[src/rtl/lsu_if.sv]
`default_nettype none
// ============================================================================
//  Module      : lsu_if
//  Description : Data-memory valid/ready bus between the load/store unit
//                (master) and the memory (slave).
//  Revision    : 1.0 - initial release
// ============================================================================
interface lsu_if;
    logic        mem_valid;
    logic        mem_ready;
    logic [31:0] mem_addr;
    logic        mem_we;
    logic [3:0]  mem_wstrb;
    logic [31:0] mem_wdata;
    logic [31:0] mem_rdata;

    modport master (
        output mem_valid,
        output mem_addr,
        output mem_we,
        output mem_wstrb,
        output mem_wdata,
        input  mem_ready,
        input  mem_rdata
    );

    modport slave (
        input  mem_valid,
        input  mem_addr,
        input  mem_we,
        input  mem_wstrb,
        input  mem_wdata,
        output mem_ready,
        output mem_rdata
    );
endinterface
`default_nettype wire

[src/rtl/lsu.sv]
`default_nettype none
// ============================================================================
//  Module      : lsu
//  Description : Load/store unit. Uses the ALU result as effective address,
//                runs one data-memory transaction over a valid/ready bus and
//                returns sign/zero-extended load data. Stalls the core while
//                a transaction is outstanding; aborts on bus timeout.
//                Optional macro LSU_MISALIGN_TRAP_EN: misaligned H/W accesses
//                are not issued and complete immediately with err=1.
//  Revision    : 1.0 - initial release
// ============================================================================
module lsu #(
    parameter int unsigned TIMEOUT_W = 8,
    parameter int unsigned TIMEOUT   = 255
) (
    input  wire logic        clk,
    input  wire logic        reset,
    input  wire logic        req,
    input  wire logic        we,
    input  wire logic [2:0]  funct3,
    input  wire logic [31:0] addr,
    input  wire logic [31:0] wdata,
    output logic      [31:0] rdata,
    output logic             busy,
    output logic             done,
    output logic             err,
    lsu_if.master            mem
);

    typedef enum logic [1:0] {
        IDLE = 2'd0,
        BUS  = 2'd1,
        RESP = 2'd2
    } state_t;

    state_t               r_state;
    state_t               w_state_next;
    logic                 w_issue;
    logic                 w_trap;
    logic                 w_complete;
    logic                 w_timeout;
    logic                 w_expire;
    logic                 w_misalign;
    logic [TIMEOUT_W-1:0] r_cnt;
    logic                 r_we;
    logic [2:0]           r_funct3;
    logic [1:0]           r_lane;
    logic [3:0]           w_wstrb;
    logic [31:0]          w_wdata;
    logic [7:0]           w_byte;
    logic [15:0]          w_half;
    logic [31:0]          w_load;

`ifdef LSU_MISALIGN_TRAP_EN
    // Halfword on an odd byte, or any word-class access not on a word boundary.
    assign w_misalign = ((funct3[1:0] == 2'b01) && addr[0]) ||
                        (funct3[1] && (addr[1:0] != 2'b00));
`else
    assign w_misalign = 1'b0;
`endif

    // The expiry cycle is the one whose missing ready would bring the count to TIMEOUT.
    assign w_expire = (TIMEOUT != 0) && (r_cnt == TIMEOUT_W'(TIMEOUT - 1));

    // Next state, transaction events and the core stall.
    always_comb begin
        w_state_next = r_state;
        w_issue      = 1'b0;
        w_trap       = 1'b0;
        w_complete   = 1'b0;
        w_timeout    = 1'b0;
        busy         = 1'b0;
        case (r_state)
            IDLE: begin
                busy = req;
                if (req) begin
                    if (w_misalign) begin
                        w_trap       = 1'b1;
                        w_state_next = RESP;
                    end else begin
                        w_issue      = 1'b1;
                        w_state_next = BUS;
                    end
                end
            end
            BUS: begin
                busy = 1'b1;
                // A ready arriving on the expiry cycle still completes normally.
                if (mem.mem_ready) begin
                    w_complete   = 1'b1;
                    w_state_next = RESP;
                end else if (w_expire) begin
                    w_timeout    = 1'b1;
                    w_state_next = RESP;
                end
            end
            RESP:    w_state_next = IDLE;
            default: w_state_next = IDLE;
        endcase
    end

    // Store byte enables and lane-replicated store data; loads drive no strobes.
    always_comb begin
        w_wstrb = 4'b1111;
        w_wdata = wdata;
        case (funct3[1:0])
            2'b00: begin
                w_wstrb = 4'b0001 << addr[1:0];
                w_wdata = {4{wdata[7:0]}};
            end
            2'b01: begin
                w_wstrb = addr[1] ? 4'b1100 : 4'b0011;
                w_wdata = {2{wdata[15:0]}};
            end
            default: begin
                w_wstrb = 4'b1111;
                w_wdata = wdata;
            end
        endcase
        if (!we) begin
            w_wstrb = 4'b0000;
        end
    end

    // Load lane selection and sign/zero extension from the latched access.
    always_comb begin
        case (r_lane)
            2'd0:    w_byte = mem.mem_rdata[7:0];
            2'd1:    w_byte = mem.mem_rdata[15:8];
            2'd2:    w_byte = mem.mem_rdata[23:16];
            default: w_byte = mem.mem_rdata[31:24];
        endcase
        w_half = r_lane[1] ? mem.mem_rdata[31:16] : mem.mem_rdata[15:0];
        case (r_funct3[1:0])
            2'b00:   w_load = r_funct3[2] ? {24'd0, w_byte} : {{24{w_byte[7]}}, w_byte};
            2'b01:   w_load = r_funct3[2] ? {16'd0, w_half} : {{16{w_half[15]}}, w_half};
            default: w_load = mem.mem_rdata;
        endcase
    end

    // State register.
    always_ff @(posedge clk or posedge reset) begin
        if (reset) begin
            r_state <= IDLE;
        end else begin
            r_state <= w_state_next;
        end
    end

    // Bus request registers and timeout counter; outputs are frozen while in BUS.
    always_ff @(posedge clk or posedge reset) begin
        if (reset) begin
            mem.mem_valid <= 1'b0;
            mem.mem_addr  <= 32'd0;
            mem.mem_we    <= 1'b0;
            mem.mem_wstrb <= 4'd0;
            mem.mem_wdata <= 32'd0;
            r_cnt         <= '0;
            r_we          <= 1'b0;
            r_funct3      <= 3'd0;
            r_lane        <= 2'd0;
        end else begin
            if ((r_state == IDLE) && req) begin
                r_we     <= we;
                r_funct3 <= funct3;
                r_lane   <= addr[1:0];
            end
            if (w_issue) begin
                mem.mem_valid <= 1'b1;
                mem.mem_addr  <= {addr[31:2], 2'b00};
                mem.mem_we    <= we;
                mem.mem_wstrb <= w_wstrb;
                mem.mem_wdata <= w_wdata;
                r_cnt         <= '0;
            end else if (r_state == BUS) begin
                if (w_complete || w_timeout) begin
                    mem.mem_valid <= 1'b0;
                end else begin
                    r_cnt <= r_cnt + TIMEOUT_W'(1);
                end
            end
        end
    end

    // One-cycle completion/fault pulse with load result; stores and faults return zero.
    always_ff @(posedge clk or posedge reset) begin
        if (reset) begin
            done  <= 1'b0;
            err   <= 1'b0;
            rdata <= 32'd0;
        end else begin
            done  <= w_complete || w_timeout || w_trap;
            err   <= w_timeout || w_trap;
            rdata <= (w_complete && !r_we) ? w_load : 32'd0;
        end
    end

endmodule
`default_nettype wire

[src/flat_wrapper.sv]
// flat-port wrapper written by rule: the top's interface ports become plain ports
module lsu_flat 
#(
    parameter int unsigned TIMEOUT_W = 8,
    parameter int unsigned TIMEOUT   = 255
)
  (clk, reset, req, we, funct3, addr, wdata, rdata, busy, done, err, mem_mem_valid, mem_mem_addr, mem_mem_we, mem_mem_wstrb, mem_mem_wdata, mem_mem_ready, mem_mem_rdata);
  lsu_if mem_i ();
  input  wire logic clk;
  input  wire logic reset;
  input  wire logic req;
  input  wire logic we;
  input  wire logic [2:0] funct3;
  input  wire logic [31:0] addr;
  input  wire logic [31:0] wdata;
  output logic      [31:0] rdata;
  output logic busy;
  output logic done;
  output logic err;
  output wire logic [$bits(mem_i.mem_valid)-1:0] mem_mem_valid;
  output wire logic [$bits(mem_i.mem_addr)-1:0] mem_mem_addr;
  output wire logic [$bits(mem_i.mem_we)-1:0] mem_mem_we;
  output wire logic [$bits(mem_i.mem_wstrb)-1:0] mem_mem_wstrb;
  output wire logic [$bits(mem_i.mem_wdata)-1:0] mem_mem_wdata;
  input wire logic [$bits(mem_i.mem_ready)-1:0] mem_mem_ready;
  input wire logic [$bits(mem_i.mem_rdata)-1:0] mem_mem_rdata;
  assign mem_mem_valid = mem_i.mem_valid;
  assign mem_mem_addr = mem_i.mem_addr;
  assign mem_mem_we = mem_i.mem_we;
  assign mem_mem_wstrb = mem_i.mem_wstrb;
  assign mem_mem_wdata = mem_i.mem_wdata;
  assign mem_i.mem_ready = mem_mem_ready;
  assign mem_i.mem_rdata = mem_mem_rdata;
  lsu #(.TIMEOUT_W(TIMEOUT_W), .TIMEOUT(TIMEOUT)) u_core (.clk(clk), .reset(reset), .req(req), .we(we), .funct3(funct3), .addr(addr), .wdata(wdata), .rdata(rdata), .busy(busy), .done(done), .err(err), .mem(mem_i));
endmodule
[config.mk]
export PLATFORM = sky130hd
export DESIGN_NAME = lsu_flat
export DESIGN_NICKNAME = d
export VERILOG_FILES = /design/src/rtl/lsu_if.sv /design/src/rtl/lsu.sv /design/src/flat_wrapper.sv
export SDC_FILE = /design/constraint.sdc
export NUM_CORES = 1
export LEC_CHECK = 0
export ABC_AREA = 0
export CAP_MARGIN = 5
export CELL_PAD_IN_SITES_DETAIL_PLACEMENT = 0
export CELL_PAD_IN_SITES_GLOBAL_PLACEMENT = 1
export CORE_ASPECT_RATIO = 0.5
export CORE_MARGIN = 8
export CORE_UTILIZATION = 36
export CTS_CLUSTER_DIAMETER = 60
export DETAILED_ROUTE_END_ITERATION = 7
export PLACE_DENSITY = 0.92
export SETUP_SLACK_MARGIN = 0.4
export SYNTH_ARGS = -nofsm -noshare
export SYNTH_HDL_FRONTEND = slang
export SYNTH_SLANG_ARGS = --single-unit
[constraint.sdc]
create_clock -name clk -period 11 [get_ports clk]
set_clock_uncertainty 0.15 [all_clocks]
set_input_delay 1.65 -clock clk [delete_from_list [all_inputs] [get_ports clk]]
set_output_delay 1.65 -clock clk [all_outputs]
set_load 0.01 [all_outputs]
==> results.md, run 1 <==
- Mean area per synthesized cell: 9.96 um2
- Worst Path Buf+Inv: 2
- First-pass GRT wire length: 26.8 mm
- Vias per inst: between 4 and 5
- Final ANT Viol Nets: 0
- Largest net degree at the start of global routing: a little under 90
- DIE HEIGHT: 104 um
- Slowest Stage Delay on Critical Path: around 0.54 ns
- Crit-path cells: clkdlybuf4s50_1, nor2_1, nor2_1, clkdlybuf4s50_1
- Setup Crit Path Kind: in2out
- Mapped cell area: 5540 um2
- Synth warn: 0
- Port Buffer Count: between 200 and 250
- Worst R2R Path Depth: 3
- Outcome: finished clean
- Die Area: about 20000 um2
- Antenna violations before repair: 0
- Clk_lat worst skew: 0.40 ns
- CORE AREA: approximately 15000 um2
- Share of cells above drive strength 1: between 8 and 9%
- CP Max Fanout: 4
- Synthesis-to-layout area growth: 49.6%
- Post-synth top area share: a little over half
- NumNets Final: 852
- Via count: around 4800
- Initial drt markers: 336
- CTS resizes: 0
- Finished Core Util: between 50% and 60%
- Hold path cells: 2
- F_max: between 200 and 250 MHz
- Ports: about 210
- Tmin final: between 4 and 5 ns
- Row Count: 32
- Gpl congestion: approximately 0.76
- Worst path top cell family by delay: buffers and inverters
- Post-Synthesis Cells: around 560
- Area leader, netlist: dfrtp_1
- Area contributors post-synth: dfrtp_1 53%, nand2_1 11%, mux2i_1 5.4%
- # Max-Cap Violations: 0
- H-tree depth: 4
- Normalized max-slew margin: 19.3%
- Drt pass-1 iters: 5
- Reg2Reg Setup Slack: around 8.4 ns
- CP Capture Type: primary output
- Worst Setup Start Kind: input port
- Slew @ Worst Pin: 1.21 ns
- TNS Setup: 0 ns
- Sequential cell area fraction in the yosys report: about 53%
- Total GRT Usage: between 10% and 20%
- Initial Utilization: about 36%
- # DRC: 0
- Number of global-route vias before repair: ~4800
- Tcrit/Tclk final: a little over two fifths
- Post-DP HPWL: ~12 mm
- Seq cells post-synth: 117
- Levels on crit path: 4
- VDD IR max: 0.104 mV
- CTS clk-pin slew, worst paths: approximately 0.060 ns
- # diodes: 0
- Predominant post-synthesis flop cell: dfrtp_1
- Worst Path Arrival: ~2.9 ns
- Power Density: around 240 nW/um2
- Post-synth EDFFs: 0
- Routed WL per cell: about 17 um
- Fill count: 1363
- Hold Path Class: reg2reg
- Clock Path Buffers: 2
- CTS tree: done
- Unique cell type count in the Yosys netlist: 48
- Hold_buf cts: 0
- Setup violations, final: 0
- Root buffer cell: clkbuf_16
- # clock sinks: 117
- Post-CTS Setup Bufs: 0
- Worst Path Required: slightly above 9 ns
- Ys async rst share: 100%
- Hold Vio Cnt, Final: 0
- Final Max Slew Viols: 0
- Die W: 191 um
- TritonCTS Buffers: 17
- Pleak: between 3 and 4 nW
- Drt total wl: 16.8 mm
- Worst path slowest cell: clkdlybuf4s50_1
- RSZ-0062 raised after global routing: no
- Total grt overflow: 0
## stage by stage
stage               cell area [um2]  total power, mW  setup WS (ns)  hold slack [ns]  cells
floorplan                      5540             1.02           6.10            0.310    557
global placement               7650             1.38           6.36            0.308    931
detailed placement             7650             1.39           6.34            0.311    931
CTS                            8290             1.99           6.34            0.325    963
global route                   8290             2.09           6.29            0.337    963
finish                         8290             1.97           6.35            0.323    963
## placed cells by master, fill, tap and decap left out, types with 2 or more instances in the layout
master and count:
inv_1 5, a31oi_1 3, clkdlybuf4s50_1 206, o22ai_1 8
nor3_1 2, nor4bb_1 4, or4_1 7, nor2_1 12
dfrtp_1 117, nor2b_1 11, nand4_1 4, buf_4 3
ha_1 2, nand2_1 161, o21ba_2 2, and2_1 2
o21ai_0 59, mux2_2 10, mux4_2 7, conb_1 2
nor3b_1 7, a21oi_1 28, mux2i_1 30, and3_1 2
nand2b_1 2, and4bb_2 2, clkinv_4 6, and4_1 3
a211oi_1 7, clkinvlp_4 4, clkbuf_16 17, and4bb_1 2
bufinv_16 4
## registers in the layout, summed over array words and instances, names as in the netlist
register              count
u_core.mem.mem_wdata     32
u_core.rdata             32
u_core.mem.mem_addr      30
u_core.r_cnt              8
u_core.mem.mem_wstrb      4
u_core.r_funct3           3
u_core.r_lane             2
u_core.r_state            2
u_core.done               1
u_core.err                1
u_core.mem.mem_valid      1
u_core.r_we               1
## worst register-to-register path: stages (launching register included)
cell,delay (ns)
dfrtp_1,1.03
mux2_2,0.46
a22oi_1,0.57
a21oi_1,0.20
## cell usage after synthesis, types with 6 or more instances
master / n
nand2_1: 161
dfrtp_1: 117
o21ai_0: 59
mux2i_1: 30
a21oi_1: 28
buf_2: 14
nor2_1: 12
nor2b_1: 11
mux2_2: 10
clkbuf_1: 9
buf_4: 8
nor3b_1: 8
o22ai_1: 8
a211oi_1: 7
mux4_2: 7
or4_1: 7
buf_6: 6
inv_1: 6
## power breakdown
group          internal (mW)  switching, mW
clock network          0.381          0.212
logic                  0.375          0.326
registers              0.566          0.112
## cells by family after synthesis
group	share of synthesized area, %
other cells	0.0677
simple gates	20.1
mux	10.3
fa+ha+maj	0.452
flops	52.9
compound gates	11.5
buf+inv	4.74
## path summary, 6_finish.rpt
path,from,endpoint
max in group asynchronous,reset,u_core.rdata[11]
min in group asynchronous,reset,u_core.mem.mem_addr[30]
min reg2reg,u_core.mem.mem_addr[9],u_core.mem.mem_addr[9]
min,u_core.mem.mem_addr[9],u_core.mem.mem_addr[9]
max reg2reg,u_core.r_lane[1],u_core.rdata[8]
max,req,busy
## final cells by class
type | count | area (um2) | share of cell area [%]
Clock inverter | 15 | 208 | 2.51
Clock buffer | 17 | 425 | 5.13
Timing Repair Buffer | 209 | 2080 | 25.2
Tap cell | 204 | 255 | 3.08
Multi-Input combinational cell | 395 | 2360 | 28.5
Inverter | 6 | 25.0 | 0.302
Sequential cell | 117 | 2930 | 35.3
## metal layers
layer  up-vias  track usage, %  routed length [um]
met3        18            3.65                 883
met2       141            27.9                8290
li1       2297               -                   -
met1      2303            21.5                7410
met5         -               0                   0
met4         0            5.63                 263
No activity file was read; power rests on OpenSTA's default activity.
==> inputs of run 2 (changes only) <==
- CORE_UTILIZATION: 36 -> 33
- PLACE_DENSITY: 0.92 -> 0.86
- clock period: 11 -> 4.6 ns (I/O delays scaled with it)
==> run 2 against run 1 <==
Global-route usage is 0.80 points lower. Register-to-register slack worse by 6.4 ns. Combinational power up 140%. Sequential share of layout area stayed put. Critical path depth unchanged. Worst hold slack lost 0.0047 ns. Critical path type unchanged.
==> results.md, run 2 (synthesis gave the netlist of run 1 again) <==
- Outcome: finished clean
- Fill count: between 1000 and 1500
- Root buffer cell: clkbuf_16
- # clock sinks: roughly 120
- RR Startpoint: u_core.r_lane[1]
- VDD IR max: ~0.31 mV
- Tmin final: roughly 2.7 ns
- Hold_buf cts: 0
- Clk_lat worst skew: ~0.4 ns
- Multi-input logic area: between 2000 and 2500 um2
- Post-CTS Setup Bufs: 0
- CTS tree: done
- Combinational share of power: a little over a third
- Clock Power Share: approximately 29%
- Crit-path cells: clkdlybuf4s50_1, nor2_1, nor2_1, clkdlybuf4s50_1
- Antenna violations before repair: 0
- Hold Path Class: reg2reg
- Pleak: 3.63 nW
- # diodes: 0
- Setup Crit Path Kind: in2out
- Clock Path Buffers: 2
- Normalized max-slew margin: between 10% and 20%
- Slowest Stage Delay on Critical Path: roughly 0.54 ns
- Largest net degree at the start of global routing: 70
- F_max: ~370 MHz
- FF-to-FF End: u_core.rdata[29]
- Total grt overflow: 0
- Worst R2R Path Depth: 3
- Largest regs: u_core.mem.mem_wdata x32, u_core.rdata x32, u_core.mem.mem_addr x30
- Number of global-route vias before repair: 4818
- CORE AREA: between 15000 and 20000 um2
- Worst path top cell family by delay: buffers and inverters
- Sw Share: 33.2%
- Hold wc startpoint: u_core.mem.mem_addr[30]
- TNS Setup: 0 ns
- Hold Vio Cnt, Final: 0
- Post-DP HPWL: approximately 13 mm
- Worst Setup Start Kind: input port
- Gpl congestion: roughly 0.84
- Worst Path Arrival: ~1.9 ns
- Die W: roughly 200 um
- Worst Path Required: roughly 3.8 ns
- WHS Endpoint: u_core.mem.mem_addr[30]
- # DRC: 0
- Power Density: around 560 nW/um2
- Hold Slack: 0.318 ns
- Ports: 209
- Setup crit start: req
- Die Area: approximately 21000 um2
- Via count: 4791
- Worst path slowest cell: clkdlybuf4s50_1
- DIE HEIGHT: between 100 and 150 um
- Sequential share of power: roughly a third
- CTS clk-pin slew, worst paths: approximately 0.050 ns
- Slew @ Worst Pin: roughly 1.2 ns
- Initial drt markers: approximately 250
- TritonCTS Buffers: 17
- # Max-Cap Violations: 0
- CTS resizes: 0
- Port Buffer Count: just over 200
- Share of cells above drive strength 1: under 10%
- Reg2Reg Setup Slack: approximately 2.0 ns
- Setup violations, final: 0
- Sw Pwr: between 1.5 and 2 mW
- Register Area: approximately 3000 um2
- H-tree depth: 4
- P_int: ~3.1 mW
- RSZ-0062 raised after global routing: no
- Initial Utilization: between 30% and 40%
- Row Count: 33
- Worst Path Buf+Inv: 2
- NumNets Final: ~850
- Final ANT Viol Nets: 0
- Drt total wl: ~17 mm
- CP Capture Type: primary output
- CP Max Fanout: 4
- Hold path cells: 2
- Vias per inst: a little under 5
- Drt pass-1 iters: 6
- Final Max Slew Viols: 0
- Tcrit/Tclk final: about three fifths
- Leading cell type in the layout, fill and taps excluded: clkdlybuf4s50_1
- First-pass GRT wire length: roughly 27 mm
- Routed WL per cell: 17.5 um
- Synthesis-to-layout area growth: 49.6%
- Total GRT Usage: approximately 16%
- Most frequent cells in the layout: 206 x clkdlybuf4s50_1, 161 x nand2_1, 117 x dfrtp_1, 59 x o21ai_0, 30 x mux2i_1
run 2: cell types whose count changed in the layout (fill, tap and decap cells not counted):
cell	delta
clkinv_2	+3
clkinv_4	-3
buf_4	+2
clkbuf_1	+2
bufinv_16	-1
clkinvlp_4	-1
or3b_2	+1
or3b_4	-1
run 2: tightest hold or removal path: stages, from the launching register on:
cell	delay [ns]
dfrtp_1	0.33
nand2_1	0.05
nand2_1	0.05
run 2: final cells by class:
type | count | share of cell area, %
clock buffers | 19 | 5.23
clock inverters | 13 | 1.92
repair buffers | 211 | 25.3
flip-flops and latches | 117 | 35.3
multi-input cells | 395 | 28.5
inverters | 6 | 0.302
well taps | 227 | 3.43
run 2: worst max-delay path by stage:
stage,to,slack [ns],cells past startpoint
5_1_grt,busy,1.83,4
3_3_place_gp,u_core.mem.mem_wdata[11],1.66,5
3_5_place_dp,u_core.mem.mem_wdata[23],1.61,4
4_1_cts,busy,1.87,4
6_report,busy,1.87,4
2_1_floorplan,u_core.done,0.66,1
run 2: power groups by stage:
stage	Combinational, mW	Clock, mW	Sequential [mW]
finish	1.69	1.33	1.63
detailed placement	1.71	0	1.65
global placement	1.68	0	1.64
floorplan	0.753	0	1.69
global route	1.83	1.42	1.69
CTS	1.72	1.36	1.63
run 2: layer usage:
metal,global-route usage (%),up-vias,wire (um)
li1,-,2297,-
met1,19.9,2323,7380
met2,27.7,156,8810
met3,3.71,15,967
met4,4.37,0,179
met5,0,-,0
run 2: metrics by stage:
stage / utilization [%] / setup WS [ns] / std cells / cell area (um2) / power [mW]
after detailed placement: 46.9 / 1.61 / 956 / 7690 / 3.36
after floorplan: - / 0.659 / 557 / 5540 / 2.45
after CTS: 50.5 / 1.87 / 988 / 8290 / 4.71
after global routing: 50.5 / 1.83 / 988 / 8290 / 4.94
after global placement: 46.9 / 1.66 / 956 / 7690 / 3.31
final: 50.5 / 1.87 / 988 / 8290 / 4.65
